===== config.mk =====
export PLATFORM = sky130hd
export DESIGN_NAME = mux_scan_ctrl_flat
export DESIGN_NICKNAME = d
export VERILOG_FILES = /design/src/rtl/mux_scan_ctrl_pkg.sv /design/src/rtl/mux_scan_ctrl_if.sv /design/src/rtl/mux_ch_find.sv /design/src/rtl/mux_scan_ctrl.sv /design/src/flat_wrapper.sv
export SDC_FILE = /design/constraint.sdc
export NUM_CORES = 1
export LEC_CHECK = 0
export ABC_AREA = 1
export CAP_MARGIN = 0
export CORE_MARGIN = 2
export CORE_UTILIZATION = 30
export CTS_CLUSTER_DIAMETER = 40
export DETAILED_ROUTE_END_ITERATION = 16
export DONT_BUFFER_PORTS = 1
export GPL_ROUTABILITY_DRIVEN = 0
export PLACE_DENSITY = 0.47
export REMOVE_ABC_BUFFERS = 1
export SLEW_MARGIN = 30
export SYNTH_ARGS = -nofsm -noshare
export SYNTH_HDL_FRONTEND = slang
export SYNTH_SLANG_ARGS = --single-unit

===== constraint.sdc =====
create_clock -name clk -period 2.8 [get_ports clk]
set_input_delay 0.56 -clock clk [delete_from_list [all_inputs] [get_ports clk]]
set_output_delay 0.56 -clock clk [all_outputs]
set_load 0.02 [all_outputs]

===== src/rtl/mux_scan_ctrl_pkg.sv =====
// Shared definitions for the mux_b scan controller: FSM encoding and the
// channel/select defaults common to mux_b and its driver.
package mux_scan_ctrl_pkg;

  localparam int N_CH_DEF  = 4;
  localparam int SEL_W_DEF = 2;

  typedef enum logic [2:0] {
    ST_IDLE,
    ST_SETUP,
    ST_SETTLE,
    ST_SAMPLE,
    ST_FIN
  } state_t;

endpackage


===== src/rtl/mux_scan_ctrl_if.sv =====
// Bundle between the scan controller, its requester and the mux_b under test.
// master = the controller side; slave = requester plus mux_b.
interface mux_scan_ctrl_if #(
  parameter int N_CH  = 4,
  parameter int SEL_W = 2
);
  logic             start;
  logic [N_CH-1:0]  x_in;
  logic [N_CH-1:0]  mask;
  logic             g;
  logic [SEL_W-1:0] c;
  logic [N_CH-1:0]  x;
  logic             y;
  logic [N_CH-1:0]  d;
  logic [N_CH-1:0]  mismatch;
  logic             busy;
  logic             done;

  modport master (
    input  start, x_in, mask, y,
    output g, c, x, d, mismatch, busy, done
  );

  modport slave (
    output start, x_in, mask, y,
    input  g, c, x, d, mismatch, busy, done
  );
endinterface


===== src/rtl/mux_ch_find.sv =====
// Combinational search for the lowest enabled channel at or above (incl=1)
// or strictly above (incl=0) a starting channel; never wraps.
module mux_ch_find
  import mux_scan_ctrl_pkg::*;
#(
  parameter int N_CH  = N_CH_DEF,
  parameter int SEL_W = SEL_W_DEF
) (
  input  logic [N_CH-1:0]  mask,
  input  logic [SEL_W-1:0] from,
  input  logic             incl,
  output logic             found,
  output logic [SEL_W-1:0] idx
);

  // Walk downward so the last hit written is the lowest qualifying channel.
  always_comb begin
    found = 1'b0;
    idx   = '0;
    for (int i = N_CH - 1; i >= 0; i--) begin
      if (mask[i] && ((i > int'(from)) || (incl && (i == int'(from))))) begin
        found = 1'b1;
        idx   = SEL_W'(i);
      end
    end
  end

endmodule


===== src/rtl/mux_scan_ctrl.sv =====
// Scan controller for mux_b: walks C over the enabled channels with
// break-before-make strobing on G, captures Y into D and flags mismatches.
module mux_scan_ctrl
  import mux_scan_ctrl_pkg::*;
#(
  parameter int N_CH   = N_CH_DEF,
  parameter int SEL_W  = SEL_W_DEF,
  parameter int SETTLE = 1
) (
  input logic           clk,
  input logic           rst,
  mux_scan_ctrl_if.master bus
);

  localparam int CNT_W = (SETTLE > 1) ? $clog2(SETTLE) : 1;

  state_t           state, state_nxt;
  logic             accept;
  logic [N_CH-1:0]  x_q, mask_q, d_q, mis_q;
  logic [SEL_W-1:0] c_q;
  logic [CNT_W-1:0] cnt_q;
  logic             busy_q;

  logic [N_CH-1:0]  find_mask;
  logic [SEL_W-1:0] find_from;
  logic             find_incl;
  logic             found;
  logic [SEL_W-1:0] find_idx;

  // One finder serves both the initial search (live MASK) and the step search.
  assign find_mask = (state == ST_IDLE) ? bus.mask : mask_q;
  assign find_from = (state == ST_IDLE) ? '0 : c_q;
  assign find_incl = (state == ST_IDLE);

  mux_ch_find #(.N_CH(N_CH), .SEL_W(SEL_W)) u_find (
    .mask  (find_mask),
    .from  (find_from),
    .incl  (find_incl),
    .found (found),
    .idx   (find_idx)
  );

  // NOTE: sequential state uses non-blocking assignments so every register
  // samples pre-edge values regardless of process evaluation order.
  always_ff @(posedge clk or posedge rst) begin
    if (rst) state <= ST_IDLE;
    else     state <= state_nxt;
  end

  // NOTE: every output of this block gets a default first, so no path
  // through the case leaves a variable unassigned and infers a latch.
  always_comb begin
    state_nxt = state;
    accept    = 1'b0;
    case (state)
      ST_IDLE: begin
        if (bus.start) begin
          accept    = 1'b1;
          state_nxt = found ? ST_SETUP : ST_FIN;
        end
      end
      ST_SETUP:  state_nxt = ST_SETTLE;
      ST_SETTLE: if (cnt_q == '0) state_nxt = ST_SAMPLE;
      ST_SAMPLE: state_nxt = found ? ST_SETUP : ST_FIN;
      ST_FIN:    state_nxt = ST_IDLE;
      default:   state_nxt = ST_IDLE;
    endcase
  end

  // C is loaded on entry to SETUP, so it only ever moves while G is high.
  always_ff @(posedge clk or posedge rst) begin
    if (rst) begin
      x_q    <= '0;
      mask_q <= '0;
      d_q    <= '0;
      mis_q  <= '0;
      c_q    <= '0;
      cnt_q  <= '0;
      busy_q <= 1'b0;
    end else begin
      if (accept) begin
        x_q    <= bus.x_in;
        mask_q <= bus.mask;
        d_q    <= '0;
        mis_q  <= '0;
        busy_q <= 1'b1;
        if (found) c_q <= find_idx;
      end
      case (state)
        ST_SETUP:  cnt_q <= CNT_W'(SETTLE - 1);
        ST_SETTLE: if (cnt_q != '0) cnt_q <= cnt_q - CNT_W'(1);
        ST_SAMPLE: begin
          d_q[c_q]   <= bus.y;
          mis_q[c_q] <= (bus.y != x_q[c_q]);
          if (found) c_q <= find_idx;
        end
        ST_FIN:    busy_q <= 1'b0;
        default: ;
      endcase
    end
  end

  assign bus.g        = !((state == ST_SETTLE) || (state == ST_SAMPLE));
  assign bus.c        = c_q;
  assign bus.x        = x_q;
  assign bus.d        = d_q;
  assign bus.mismatch = mis_q;
  assign bus.busy     = busy_q;
  assign bus.done     = (state == ST_FIN);

endmodule


===== src/flat_wrapper.sv =====
// flat-port wrapper written by rule: the top's interface ports become plain ports
module mux_scan_ctrl_flat import mux_scan_ctrl_pkg::*;
#(
  parameter int N_CH   = N_CH_DEF,
  parameter int SEL_W  = SEL_W_DEF,
  parameter int SETTLE = 1
)
  (clk, rst, bus_start, bus_x_in, bus_mask, bus_y, bus_g, bus_c, bus_x, bus_d, bus_mismatch, bus_busy, bus_done);
  mux_scan_ctrl_if #(.N_CH(N_CH), .SEL_W(SEL_W)) bus_i ();
  input logic clk;
  input logic rst;
  input wire logic [$bits(bus_i.start)-1:0] bus_start;
  input wire logic [$bits(bus_i.x_in)-1:0] bus_x_in;
  input wire logic [$bits(bus_i.mask)-1:0] bus_mask;
  input wire logic [$bits(bus_i.y)-1:0] bus_y;
  output wire logic [$bits(bus_i.g)-1:0] bus_g;
  output wire logic [$bits(bus_i.c)-1:0] bus_c;
  output wire logic [$bits(bus_i.x)-1:0] bus_x;
  output wire logic [$bits(bus_i.d)-1:0] bus_d;
  output wire logic [$bits(bus_i.mismatch)-1:0] bus_mismatch;
  output wire logic [$bits(bus_i.busy)-1:0] bus_busy;
  output wire logic [$bits(bus_i.done)-1:0] bus_done;
  assign bus_i.start = bus_start;
  assign bus_i.x_in = bus_x_in;
  assign bus_i.mask = bus_mask;
  assign bus_i.y = bus_y;
  assign bus_g = bus_i.g;
  assign bus_c = bus_i.c;
  assign bus_x = bus_i.x;
  assign bus_d = bus_i.d;
  assign bus_mismatch = bus_i.mismatch;
  assign bus_busy = bus_i.busy;
  assign bus_done = bus_i.done;
  mux_scan_ctrl #(.N_CH(N_CH), .SEL_W(SEL_W), .SETTLE(SETTLE)) u_core (.clk(clk), .rst(rst), .bus(bus_i));
endmodule

* Word-level counts from Yosys, hierarchy flattened
Index checks and enable logic that the tools add are counted.
** Storage, ports and cells
- Output and inout port bits :: 17
- Input bits :: 12
- Word-level logic and storage cells :: 77
- Bits in registers :: 23
** Operators by class
- Reductions and logical operators :: 19
- Equality and inequality tests :: 10
- Magnitude comparators :: 5
- Muxes and demuxes :: 34
- $add $sub $neg :: 1
** Operators by type and width (number)
- two-way mux 4 bit :: 5
- two-way mux 2 bit :: 9
- one-hot mux 3 bit (4 select lines) :: 1
- two-way mux 1 bit :: 11
- logical AND 1 bit :: 9
- two-way mux 3 bit :: 3
- bitwise mux 4 bit :: 2
- == test 3 x 2 -> 1 bit, second input constant :: 2
- == test 2 bit, first input constant :: 2
- > comparator 2 bit, first input constant :: 2
- logical OR 1 bit :: 4
- != test 2 bit, second input constant :: 2
- nonzero test 2 bit :: 2
- == test 3 x 1 -> 1 bit, second input constant :: 1
- == test 3 bit, second input constant :: 1
- zero test 3 bit :: 1
- < comparator 2 x 3 -> 1 bit, second input constant :: 1
- binary-select mux 1 bit (select 2 bit) :: 1
- demux 1 bit (select 2 bit) :: 1
- == test 1 x 2 -> 1 bit, first input constant :: 1
- >= comparator 2 x 1 -> 1 bit, second input constant :: 1
- > comparator 1 x 2 -> 1 bit, first input constant :: 1
- zero test 2 bit :: 1
- one-hot mux 1 bit (2 select lines) :: 1
- other kinds (4) :: 4

* Depth between registers and ports, before layout
- Depth in word-level cells :: 14
- Gate-level depth with buffers :: 11
- Depth with buffers taken out :: 11

* By module
From an unflattened synthesis, not the netlist that was laid out.
** Unflattened totals
- Cell total of the unflattened synthesis :: 158
- Area total of the unflattened synthesis :: 1237.4 µm²
** Modules (own cells, without submodules)
- mux_scan_ctrl :: seq. area each 550.5 µm², times used 1, cells an instance 134, area each 1123.6 µm²
- mux_ch_find :: seq. area each 0.0 µm², times used 1, cells an instance 24, area each 113.9 µm²

* Worst setup path after synthesis
OpenSTA, ideal clock, no wires.
- Path kind :: reg-to-output
- Start point :: reg u_core.state[2]
- End point :: out bus_done
- Cell stages (with the launch flop) :: 3
- Setup slack :: 1245 ps
- Data arrival time :: 995 ps
- Path buffers :: 0
- Data required time :: 2240 ps
- Cell sequence :: dfrtp_1 inv_2 nor3_1
** Between the ends
- Word-level cells in the longest chain between the ends :: 1
** RTL lines
- from (decl) :: RTL line mux_scan_ctrl.sv:17 : state_t state, state_nxt;
- from (signal assigned) :: RTL line mux_scan_ctrl.sv:47 : else state <= state_nxt;
- == test 3 bit :: RTL line mux_scan_ctrl.sv:109 : assign bus.done = (state == ST_FIN);
- to (decl) :: RTL line flat_wrapper.sv:22 : output wire logic [$bits(bus_i.done)-1:0] bus_done;
Every way passes these cells.

* Worst setup path in the final report
Same ends and word-level chain as after synthesis.

==> results_dict.tcl <==
set metrics [dict create \
    power.share.sequential 0.478 \
    p_int_w 0.000698 \
    relSlewSlack 0.481 \
    cts_tree "built" \
    grt-ovfl-total 0 \
    io_buffers 0 \
    antenna_violating_nets_post_route 0 \
    drtPass1Iterations 4 \
    fillers 365 \
    dp_hpwl_um 1780 \
    drt_iter0_drc 34 \
    core_um2 3390 \
    drc_errors 0 \
    die-area_um2 4060 \
    p_sw_frac 0.512 \
    grt_max_degree 22 \
    nets 147 \
    netlist_area_um2 1070 \
    cap_violations 0 \
    ctsHtreeMaxLevel 1 \
    crit_fanout 8 \
    vias 851 \
    cts_resized 0 \
    finalSetupViolations 0 \
    skew_ns 0.00805 \
    cp-end-kind "output pin" \
    drv_slew 0 \
    min_path_type "primary input to async pin" \
    p_comb_frac 0.421 \
    ys_warn_count 0 \
    wl_per_cell_um 12.7 \
    critPathLaunchType "flip-flop" \
    synth.distinct_cells 20 \
    netSwitchingPower_w 0.000733 \
    syn_area_per_cell_um2 8.10 \
    cts.hold.buffers_added 0 \
    diodes 0 \
    utilization 0.334 \
    num_io_pins 29 \
    vias_per_cell 4.73 \
    finalSetupTns_ns 0 \
    grt_usage 0.128 \
    first_global_vias 811 \
    initial_utilization 0.316 \
    outcome "completed" \
    hold_viol 0 \
    ir_drop_mv 0.371 \
    cts_buffers 3 \
    antenna_found_initial 0 \
    area_growth_pct 5.85 \
    p_leak_nw 0.563 \
    crit_required_ns 2.24 \
    crit_start "u_core.state[2]$_DFFE_PP0P_" \
    wl_um 2290 \
    mostFrequentLayoutCell "nand2_1" \
    root_buffer "clkbuf_4" \
    drive_gt1_frac 0.134 \
    seq_area_frac_synth 0.491 \
    hold_ws_ns 0.271 \
    cts_buffer_depth 2 \
    path_class "flip-flop to output pin" \
    clock_latency_ns 0.30 \
    rows 21 \
    power_density_nw_per_um2 1260 \
    r2r_start "u_core.state[0]$_DFFE_PP0P_" \
    cts_setup_buffers 0 \
    ys_ff_latch 21 \
    rsz0062_at_grt "no" \
    grt_pass1_wl_um 4020 \
    post-route-period-util 0.704 \
    period_minus_slack_ns 1.97 \
    clkTransAtPathRegs_ns 0.12 \
    worstPathArrival_ns 1.41 \
    syn_inst 132 \
    die-width_um 63.7 \
    die_h_um 63.7 \
    clock_power_share 0.101 \
    tightest_slew_ns 0.778 \
    max_freq_mhz 507 \
    most-common-layout-cells "nand2_1 (42), dfrtp_1 (21), nand3_1 (15)" \
    cts.sinks 21 \
]
## routing by layer
metal	track usage	share of wire	vias up
met2	0.212	0.50	18
met5	0	0	-
li1	-	-	428
met4	0.0408	0.011	0
met3	0.0357	0.049	4
met1	0.160	0.44	401
## path summary, 6_finish.rpt
check | to | slack [ns] | cells past startpoint
min in group clk | u_core.bus.x[0]$_DFFE_PP0P_ | 0.35 | 2
hold / removal | u_core.bus.d[0]$_DFF_PP0_ | 0.27 | 1
setup reg to reg | u_core.bus.c[1]$_DFF_PP0_ | 1.14 | 8
hold reg to reg | u_core.mask_q[1]$_DFFE_PP0P_ | 0.51 | 2
setup / recovery | bus_done | 0.83 | 2
max in group asynchronous | u_core.mask_q[3]$_DFFE_PP0P_ | 2.04 | 1
## Yosys cell counts
cell type	number	share of area
a21oi_2	1	0.0082
nand2_1	42	0.15
dfrtp_1	21	0.49
buf_6	2	0.021
o21ai_0	12	0.056
xor2_1	1	0.0082
inv_2	1	0.0035
nor2_2	1	0.0059
nor3_1	1	0.0047
nand2_2	5	0.029
nand2_4	1	0.011
nor2_4	3	0.032
inv_8	1	0.011
inv_1	10	0.035
nor2_1	9	0.032
a21oi_1	3	0.014
nand3_1	15	0.070
o21ai_1	1	0.0047
nand3_2	1	0.0094
nor3b_1	1	0.0070
## stage by stage
step           area, um2  total power [W]  std cells  worst slack, ns
6_report            1130          0.00143        180            0.829
2_1_floorplan       1050          0.00116        130             1.24
3_3_place_gp        1100          0.00129        176             1.18
3_5_place_dp        1100          0.00131        176             1.13
4_1_cts             1130          0.00146        180            0.804
5_1_grt             1130          0.00159        180            0.751
## cell families (layout without fill, tap and decap cells)
family | after synthesis | after routing | synth area share
buffers and inverters | 14 | 16 | 0.0702
XOR/XNOR | 1 | 1 | 0.00819
AO/OA/AOI/OAI | 17 | 17 | 0.0830
flip-flops | 21 | 21 | 0.491
AND/OR/NAND/NOR | 79 | 79 | 0.347
## registers in the layout, summed over array words and instances (netlist names)
name / count
u_core.bus.busy: 1
u_core.bus.c: 2
u_core.bus.d: 4
u_core.bus.mismatch: 4
u_core.bus.x: 4
u_core.mask_q: 3
u_core.state: 3
## final cells by class
| cell class | count | area [um2] | share of cell area |
|---|---|---|---|
| Clock buffer | 3 | 22.5 | 0.0199 |
| Clock inverter | 1 | 5.00 | 0.00442 |
| Tap cell | 46 | 57.6 | 0.0508 |
| Inverter | 12 | 52.6 | 0.0464 |
| Sequential cell | 21 | 526 | 0.464 |
| Multi-Input combinational cell | 97 | 469 | 0.414 |
## worst max-delay path, stage by stage, from the launching register on
cell and delay (ns):
dfrtp_1 0.44, inv_2 0.12, nor3_1 0.56
## power groups by stage
stage	Combinational, W	Clock, W	Sequential [W]
after floorplan	0.000507	0	0.000658
after global placement	0.000593	0	0.000693
after detailed placement	0.000611	0	0.000696
after CTS	0.000614	0.000155	0.000688
after global routing	0.000715	0.000168	0.000706
final	0.000603	0.000145	0.000684
Note: power is estimated with default switching activity, not from simulation.
